`config.mk`:
```
export PLATFORM = sky130hd
export DESIGN_NAME = clock_display_driver
export DESIGN_NICKNAME = d
export VERILOG_FILES = /design/src/rtl/clock_display_driver.sv
export SDC_FILE = /design/constraint.sdc
export NUM_CORES = 1
export LEC_CHECK = 0
export CORE_ASPECT_RATIO = 0.5
export CORE_MARGIN = 10
export CORE_UTILIZATION = 62
export DETAILED_ROUTE_END_ITERATION = 8
export PLACE_DENSITY = 0.87
export SKIP_LAST_GASP = 1
export SYNTH_ARGS = -nofsm -noshare
export SYNTH_HDL_FRONTEND = slang
export SYNTH_SLANG_ARGS = --single-unit
export TNS_END_PERCENT = 30
```
`constraint.sdc`:
```
create_clock -name clk -period 6.1 [get_ports clk]
set_clock_uncertainty 0.05 [all_clocks]
set_input_delay 0.915 -clock clk [delete_from_list [all_inputs] [get_ports clk]]
set_output_delay 0.915 -clock clk [all_outputs]
set_load 0.005 [all_outputs]
```
`src/rtl/clock_display_driver.sv`:
```
// Packed h:m:s word to a 6-digit multiplexed 7-segment display.
// Sequential BCD conversion feeds a double-buffered display register.
module clock_display_driver #(
  parameter int unsigned REFRESH_DIV = 1000
) (
  input  logic        clk,
  input  logic        rst,
  input  logic        load,
  input  logic [1:0]  fmt,
  input  logic [16:0] din,
  output logic        busy,
  output logic        err,
  output logic [5:0]  an,
  output logic [6:0]  seg,
  output logic        dp
);

  typedef enum logic {IDLE, CONV} state_t;

  state_t           state_q;
  logic [1:0]       fld_q;
  logic [2:0]       sub_q;
  logic [5:0]       v_q;
  logic [2:0]       tens_q;
  logic [5:0]       m_q, s_q;
  logic             pm_pend_q, err_pend_q;
  logic [3:0][3:0]  wbuf_q;
  logic [5:0][3:0]  dbuf_q;
  logic             pm_q, err_q, busy_q;
  logic [15:0]      cnt_q;
  logic [2:0]       idx_q;

  logic       is12;
  logic [4:0] h_raw, h_sel;
  logic [3:0] h12;
  logic [5:0] m_raw, s_raw;
  logic       err_in;

  assign is12  = (fmt == 2'b01);
  assign h_raw = din[16:12];
  assign h12   = din[15:12];
  assign m_raw = din[11:6];
  assign s_raw = din[5:0];
  // 12h mode shows midnight/noon hour 0 as 12
  assign h_sel = is12 ? ((h12 == 4'd0) ? 5'd12 : {1'b0, h12}) : h_raw;

  always_comb begin
    err_in = 1'b0;
    case (fmt)
      2'b01:   err_in = (h12 > 4'd11) || (m_raw > 6'd59) || (s_raw > 6'd59);
      // a 5-bit day can never exceed 31, only zero is illegal
      2'b10:   err_in = (h_raw == 5'd0) || (m_raw == 6'd0) || (m_raw > 6'd12);
      default: err_in = (h_raw > 5'd23) || (m_raw > 6'd59) || (s_raw > 6'd59);
    endcase
  end

  always_ff @(posedge clk or posedge rst) begin
    if (rst) begin
      state_q    <= IDLE;
      fld_q      <= '0;
      sub_q      <= '0;
      v_q        <= '0;
      tens_q     <= '0;
      m_q        <= '0;
      s_q        <= '0;
      pm_pend_q  <= 1'b0;
      err_pend_q <= 1'b0;
      wbuf_q     <= '0;
      dbuf_q     <= '0;
      pm_q       <= 1'b0;
      err_q      <= 1'b0;
      busy_q     <= 1'b0;
    end else begin
      case (state_q)
        IDLE: if (load) begin
          state_q    <= CONV;
          busy_q     <= 1'b1;
          fld_q      <= 2'd0;
          sub_q      <= 3'd0;
          v_q        <= {1'b0, h_sel};
          tens_q     <= 3'd0;
          m_q        <= m_raw;
          s_q        <= s_raw;
          pm_pend_q  <= is12 & din[16];
          err_pend_q <= err_in;
        end
        CONV: begin
          if (sub_q != 3'd6) begin
            if (v_q >= 6'd10) begin
              v_q    <= v_q - 6'd10;
              tens_q <= tens_q + 3'd1;
            end
            sub_q <= sub_q + 3'd1;
          end else begin
            tens_q <= 3'd0;
            sub_q  <= 3'd0;
            fld_q  <= fld_q + 2'd1;
            case (fld_q)
              2'd0: begin
                wbuf_q[3] <= {1'b0, tens_q};
                wbuf_q[2] <= v_q[3:0];
                v_q       <= m_q;
              end
              2'd1: begin
                wbuf_q[1] <= {1'b0, tens_q};
                wbuf_q[0] <= v_q[3:0];
                v_q       <= s_q;
              end
              default: begin
                // S digits bypass the working buffer so the commit is a single edge
                dbuf_q  <= {wbuf_q[3], wbuf_q[2], wbuf_q[1], wbuf_q[0],
                            {1'b0, tens_q}, v_q[3:0]};
                pm_q    <= pm_pend_q;
                err_q   <= err_pend_q;
                busy_q  <= 1'b0;
                state_q <= IDLE;
              end
            endcase
          end
        end
        default: state_q <= IDLE;
      endcase
    end
  end

  always_ff @(posedge clk or posedge rst) begin
    if (rst) begin
      cnt_q <= '0;
      idx_q <= '0;
    end else if (cnt_q == 16'(REFRESH_DIV - 1)) begin
      cnt_q <= '0;
      idx_q <= (idx_q == 3'd5) ? 3'd0 : idx_q + 3'd1;
    end else begin
      cnt_q <= cnt_q + 16'd1;
    end
  end

  logic [3:0] digit;

  always_comb begin
    digit = 4'd0;
    case (idx_q)
      3'd0: digit = dbuf_q[0];
      3'd1: digit = dbuf_q[1];
      3'd2: digit = dbuf_q[2];
      3'd3: digit = dbuf_q[3];
      3'd4: digit = dbuf_q[4];
      3'd5: digit = dbuf_q[5];
      default: digit = 4'd0;
    endcase
  end

  always_comb begin
    seg = 7'b0000000;
    case (digit)
      4'd0: seg = 7'b0111111;
      4'd1: seg = 7'b0000110;
      4'd2: seg = 7'b1011011;
      4'd3: seg = 7'b1001111;
      4'd4: seg = 7'b1100110;
      4'd5: seg = 7'b1101101;
      4'd6: seg = 7'b1111101;
      4'd7: seg = 7'b0000111;
      4'd8: seg = 7'b1111111;
      4'd9: seg = 7'b1101111;
      default: seg = 7'b0000000;
    endcase
  end

  assign an   = 6'd1 << idx_q;
  assign dp   = (idx_q == 3'd2) || (idx_q == 3'd4) || ((idx_q == 3'd0) && pm_q);
  assign busy = busy_q;
  assign err  = err_q;

endmodule

```
==> results of run 1 <==
==> sequential cells by signal, indices dropped and copies added (netlist names) <==
signal	count
pm_pend_q	1
cnt_q	16
sub_q	3
dbuf_q	21
tens_q	3
pm_q	1
idx_q	3
wbuf_q	14
v_q	6
fld_q	2
state_q	1
s_q	6
err	1
err_pend_q	1
busy	1
m_q	6
==> cell usage in the layout, fill, tap and decap left out, types with 4 or more instances in the layout <==
cell             instances
nand4_1                  4
clkbuf_16                9
nor3_1                  11
clkdlybuf4s50_1         37
mux2_2                  40
nand3_1                 10
xor2_1                  10
nand2b_1                 5
nor2b_1                  7
o21ai_0                 31
nand3b_1                 5
nor2_1                  21
inv_1                   11
a22o_1                   4
dfrtp_1                 86
and3_1                   6
nand2_1                 36
mux2i_1                 13
a21oi_1                 18
xnor2_1                  6
mux2_1                   5
ha_1                    13
==> cell families after synthesis <==
group	share of synthesized area [%]
simple gates	15.3
flops	48.9
compound gates	11.2
mux	14.5
buf+inv	3.35
xor+xnor	3.18
fa+ha+maj	3.69
==> worst max path at each step <==
stage	from	end	slack [ps]	cells past startpoint
2_1_floorplan	idx_q[0]	seg[5]	2660	11
3_3_place_gp	idx_q[2]	seg[5]	2010	10
3_5_place_dp	idx_q[2]	seg[5]	1790	10
4_1_cts	idx_q[2]	seg[5]	1390	10
5_1_grt	idx_q[2]	seg[5]	1100	10
6_report	idx_q[2]	seg[5]	1380	10
==> report_power, final <==
part,switching (mW),internal (mW)
Combinational,0.410,0.429
Clock,0.218,0.287
Sequential,0.156,0.770
Total,0.784,1.49
==> metrics by stage <==
| stage | instances | total power, mW | hold WS, ps | cell area, um2 |
|---|---|---|---|---|
| after floorplan | 401 | 1.46 | 394 | 4400 |
| after global placement | 515 | 1.68 | 408 | 4800 |
| after detailed placement | 515 | 1.75 | 423 | 4800 |
| after CTS | 531 | 2.28 | 432 | 5080 |
| after global routing | 531 | 2.42 | 443 | 5080 |
| final | 531 | 2.27 | 431 | 5080 |
==> area by class of cell <==
| class | instances | area [um2] |
|---|---|---|
| sequential | 86 | 2150 |
| fill | 434 | 1700 |
| timing repair buffer | 39 | 385 |
| tap | 92 | 115 |
| clock buffer | 11 | 243 |
| inverter | 12 | 46.3 |
| multi-input combinational | 286 | 2100 |
| clock inverter | 5 | 33.8 |
==> critical path, delay by kind of cell, from the launching register on <==
family | cells | cell delay, ps
simple gates | 3 | 980
buf+inv | 3 | 890
fa+ha+maj | 2 | 520
compound gates | 2 | 330
flops | 1 | 700
==> layer usage <==
| layer | up-vias | wire length (um) | track usage [%] | part of all wire (%) |
|---|---|---|---|---|
| met2 | 91 | 5000 | 33.1 | 51 |
| li1 | 1493 | - | - | - |
| met3 | 20 | 570 | 6.06 | 5.8 |
| met5 | - | 0 | 0 | 0 |
| met4 | 0 | 200 | 6.31 | 2.0 |
| met1 | 1600 | 4080 | 19.9 | 41 |
==> impl_metrics.toml, run 1 <==
[synth]
seq_area_frac_synth_pct = 48.9
async_flop_share_pct = 100
synth.area.top_cells = "dfrtp_1, mux2_2, ha_1"
ys_seq_elements = 86
yosysMostFrequentCell = "dfrtp_1"
yosysUniqueCellTypes = 52
synth_flop_cell = "dfrtp_1"
synth_area_per_cell_um2 = 11.0
yosysTopAreaCellShare_pct = 48.9
syn-num-nets = 436
synth_edf_count = 0
synth.largest_area_cell = "dfrtp_1"
synthCells = 401
syn_area_mm2 = 0.00440
ys.warnings.count = 0
synth_common_cells = "dfrtp_1, mux2_2, nand2_1"

[die]
die_h_um = 79.6
core_mm2 = 0.00678
core.rowCount = 21
start_util_pct = 65.0
die_width_um = 139
num_io_pins = 38
die-area_mm2 = 0.0111

[clocking]
root_buffer = "clkbuf_16"
cts_resized = 0
clk_latency_ps = 330
cts_sinks = 86
cts_htree_levels = 3
clk_path_buf_depth = 2
cts_buffers = 9
cts_tree = "yes"
postCtsSetupBuffers = 0
hold_buffers = 0
clk_pin_slew_ps = 60

[critical_path]
cp-end-kind = "output port"
slowest_delay_ps = 700
start_kind = "flip-flop"
worstSetupPathType = "flip-flop to output port"
reg2reg_from = "cnt_q[12]"
reg2reg_slack_ps = 3930
cp_slowest_cell = "dfrtp_1"
worstPathArrival_ps = 3760
crit_chain = "inv_1 -> ha_1 -> a22o_1 -> nor3_1 -> inv_1 -> and2_1 -> ha_1 -> or3b_1 -> o211ai_1 -> clkdlybuf4s50_1"
required_ps = 5130
timing.rr.end = "cnt_q[7]"
rr_worst_depth = 5
path_max_fanout = 17

[placed_design]
place_ws_ps = 1790
io_buffers = 37
post-dp-hpwl_mm = 6.85
gp_congestion = 0.891

[power_and_ir_drop]
p_leak_nw = 2.26
p_per_area_mw_per_mm2 = 447
peakVddDrop_uv = 280

[sta]
period_needed_ps = 4720
relSlewSlack_pct = 31.1
worst_slew_pin_slew_ps = 1030
clock.fmax_ghz = 0.212
hold_viol_final = 0
rsz0062_at_grt = "false"
maxSlewViolCount = 0
setup_tns_ps = 0
period_share_pct = 77.4
fin_ws_ps = 1380
setup_viol = 0

[route]
antenna_left = 0
drc_errors = 0
post_drt_wl_per_cell_um = 18.5
first_iter_violations = 253
vias = 3204
dr.pass1.iters = 4
finalWirelength_mm = 9.85
avgViaCountPerCell = 6.03

[cells_and_area]
num-nets-final = 469
layout-area-overhead-vs-synth_pct = 15.3
fin_util_pct = 74.9
drive_gt1_share_pct = 15.9
diodes = 0

[flow_run]
maxCapViolCount = 0

[global_route]
grt_pass1_wl_mm = 16.6
antenna_found_initial = 0
overflow = 0
grt_pass1_vias = 3461
grt.total_usage_pct = 18.2
grt_max_degree = 87

[hold_path]
worstHoldEndpoint = "cnt_q[15]"
min_from = "cnt_q[15]"
min_path_cells = 1
hold_path_class = "flip-flop to flip-flop"

[run_status]
status = "finished clean"
Power figures use the tool's default switching activity.
==> inputs of run 2 (changes only) <==
--- a/config.mk
+++ b/config.mk
@@ -7,9 +7,9 @@
 export LEC_CHECK = 0
 export CORE_ASPECT_RATIO = 0.5
 export CORE_MARGIN = 10
-export CORE_UTILIZATION = 62
+export CORE_UTILIZATION = 58
 export DETAILED_ROUTE_END_ITERATION = 8
-export PLACE_DENSITY = 0.87
+export PLACE_DENSITY = 0.82
 export SKIP_LAST_GASP = 1
 export SYNTH_ARGS = -nofsm -noshare
 export SYNTH_HDL_FRONTEND = slang
==> constraint.sdc (replaced) <==
create_clock -name clk -period 4.9 [get_ports clk]
set_clock_uncertainty 0.05 [all_clocks]
set_input_delay 0.735 -clock clk [delete_from_list [all_inputs] [get_ports clk]]
set_output_delay 0.735 -clock clk [all_outputs]
set_load 0.005 [all_outputs]
==> impl_metrics.toml, run 2 (synthesis gave the netlist of run 1 again) <==
[clocking]
cts_sinks = 86
clk_pin_slew_ps = 70
postCtsSetupBuffers = 0
cts_htree_levels = 3
cts_tree = "yes"
hold_buffers = 0
clk_path_buf_depth = 2
cts_resized = 0
cts_buffers = 9
root_buffer = "clkbuf_16"
clk_latency_ps = 340

[cells_and_area]
drive_gt1_share_pct = 16.2
fin_util_pct = 69.7
stdcell_count = 535
regMostFlops = "dbuf_q"
largest_reg_flops = 21
top_regs = "dbuf_q: 21 flops, cnt_q: 16 flops, wbuf_q: 14 flops"
layout-area-overhead-vs-synth_pct = 16.3
num-nets-final = 469
final_common_cell = "dfrtp_1"
diodes = 0
fillers = 526
layout_common_cells = "dfrtp_1, mux2_2, clkdlybuf4s50_1"

[critical_path]
crit_chain = "inv_1 -> ha_1 -> a22o_1 -> nor3_1 -> inv_1 -> and2_1 -> ha_1 -> or3b_1 -> o211ai_1 -> clkdlybuf4s50_1"
crit_family = "simple AND/OR/NAND/NOR gates"
cp.depth = 10
crit_path_end = "seg[5]"
cp_slowest_cell = "dfrtp_1"
required_ps = 4120
critPathLaunch = "idx_q[2]"
worstPathArrival_ps = 3730
critPathBufInv = 3
rr_worst_depth = 7
timing.rr.end = "v_q[5]"
worstSetupPathType = "flip-flop to output port"
start_kind = "flip-flop"
path_max_fanout = 17
slowest_delay_ps = 720
reg2reg_slack_ps = 2710
cp-end-kind = "output port"
reg2reg_from = "fld_q[1]"

[route]
drc_errors = 0
first_iter_violations = 187
avgViaCountPerCell = 5.79
post_drt_wl_per_cell_um = 17.4
vias = 3097
antenna_left = 0
finalWirelength_mm = 9.31
dr.pass1.iters = 4

[sta]
clock.fmax_ghz = 0.221
rsz0062_at_grt = "false"
setup_viol = 0
setup_tns_ps = 0
period_needed_ps = 4520
fin_ws_ps = 380
period_share_pct = 92.2
worst_slew_pin_slew_ps = 791
relSlewSlack_pct = 47.3
maxSlewViolCount = 0
hold_viol_final = 0

[die]
core.rowCount = 22
core_mm2 = 0.00735
num_io_pins = 38
die-area_mm2 = 0.0117
start_util_pct = 59.9
die_h_um = 81.6
die_width_um = 143

[global_route]
grt_pass1_vias = 3134
grt_pass1_wl_mm = 15.7
grt.total_usage_pct = 16.9
grt_max_degree = 45
overflow = 0
antenna_found_initial = 0

[placed_design]
dpl.cell_count = 519
gp_congestion = 0.844
place_ws_ps = 801
post-dp-hpwl_mm = 6.59
io_buffers = 37

[hold_path]
hold_path_class = "flip-flop to flip-flop"

[flow_run]
maxCapViolCount = 0

[power_and_ir_drop]
p_total_mw = 2.88
p_leak_nw = 2.28
p_per_area_mw_per_mm2 = 563
peakVddDrop_uv = 257

[run_status]
status = "finished clean"
## run 2: cell types whose count changed in the layout (fill, tap and decap cells not counted), moves of 2 or more
cell / before / now
clkinvlp_4: 2 / 0
clkinv_4: 0 / 2
clkinv_2: 3 / 1
inv_8: 0 / 2
## run 2: how the worst min path moves through the flow
stage	start	endpoint	slack [ps]	depth (start not counted)
floorplan	cnt_q[15]	cnt_q[15]	390	1
global placement	wbuf_q[10]	wbuf_q[10]	410	2
detailed placement	cnt_q[15]	cnt_q[15]	410	1
CTS	cnt_q[15]	cnt_q[15]	430	1
global route	cnt_q[15]	cnt_q[15]	440	1
finish	cnt_q[15]	cnt_q[15]	420	1
## run 2: area by class of cell
class | count | area (um2) | share of cell area, %
Sequential cell | 86 | 2150 | 42.0
Multi-Input combinational cell | 286 | 2100 | 41.1
Clock buffer | 9 | 225 | 4.40
Timing Repair Buffer | 39 | 385 | 7.53
Tap cell | 96 | 120 | 2.35
Inverter | 12 | 46.3 | 0.904
Clock inverter | 7 | 87.6 | 1.71
## run 2: routing by layer
layer / track usage (%) / up-vias / share of wire [%]
li1: - / 1497 / -
met1: 19.9 / 1511 / 45
met2: 28.8 / 71 / 48
met3: 5.93 / 18 / 5.9
met4: 5.97 / 0 / 1.6
met5: 0 / - / 0
## run 2: where the power goes
part	switching, mW	internal [mW]
Clock	0.301	0.407
Combinational	0.494	0.532
Sequential	0.192	0.958
## run 2: stage by stage
| stage | hold WS (ps) | cell area [um2] |
|---|---|---|
| 2_1_floorplan | 394 | 4400 |
| 3_3_place_gp | 411 | 4810 |
| 3_5_place_dp | 413 | 4810 |
| 4_1_cts | 425 | 5120 |
| 5_1_grt | 436 | 5120 |
| 6_report | 424 | 5120 |
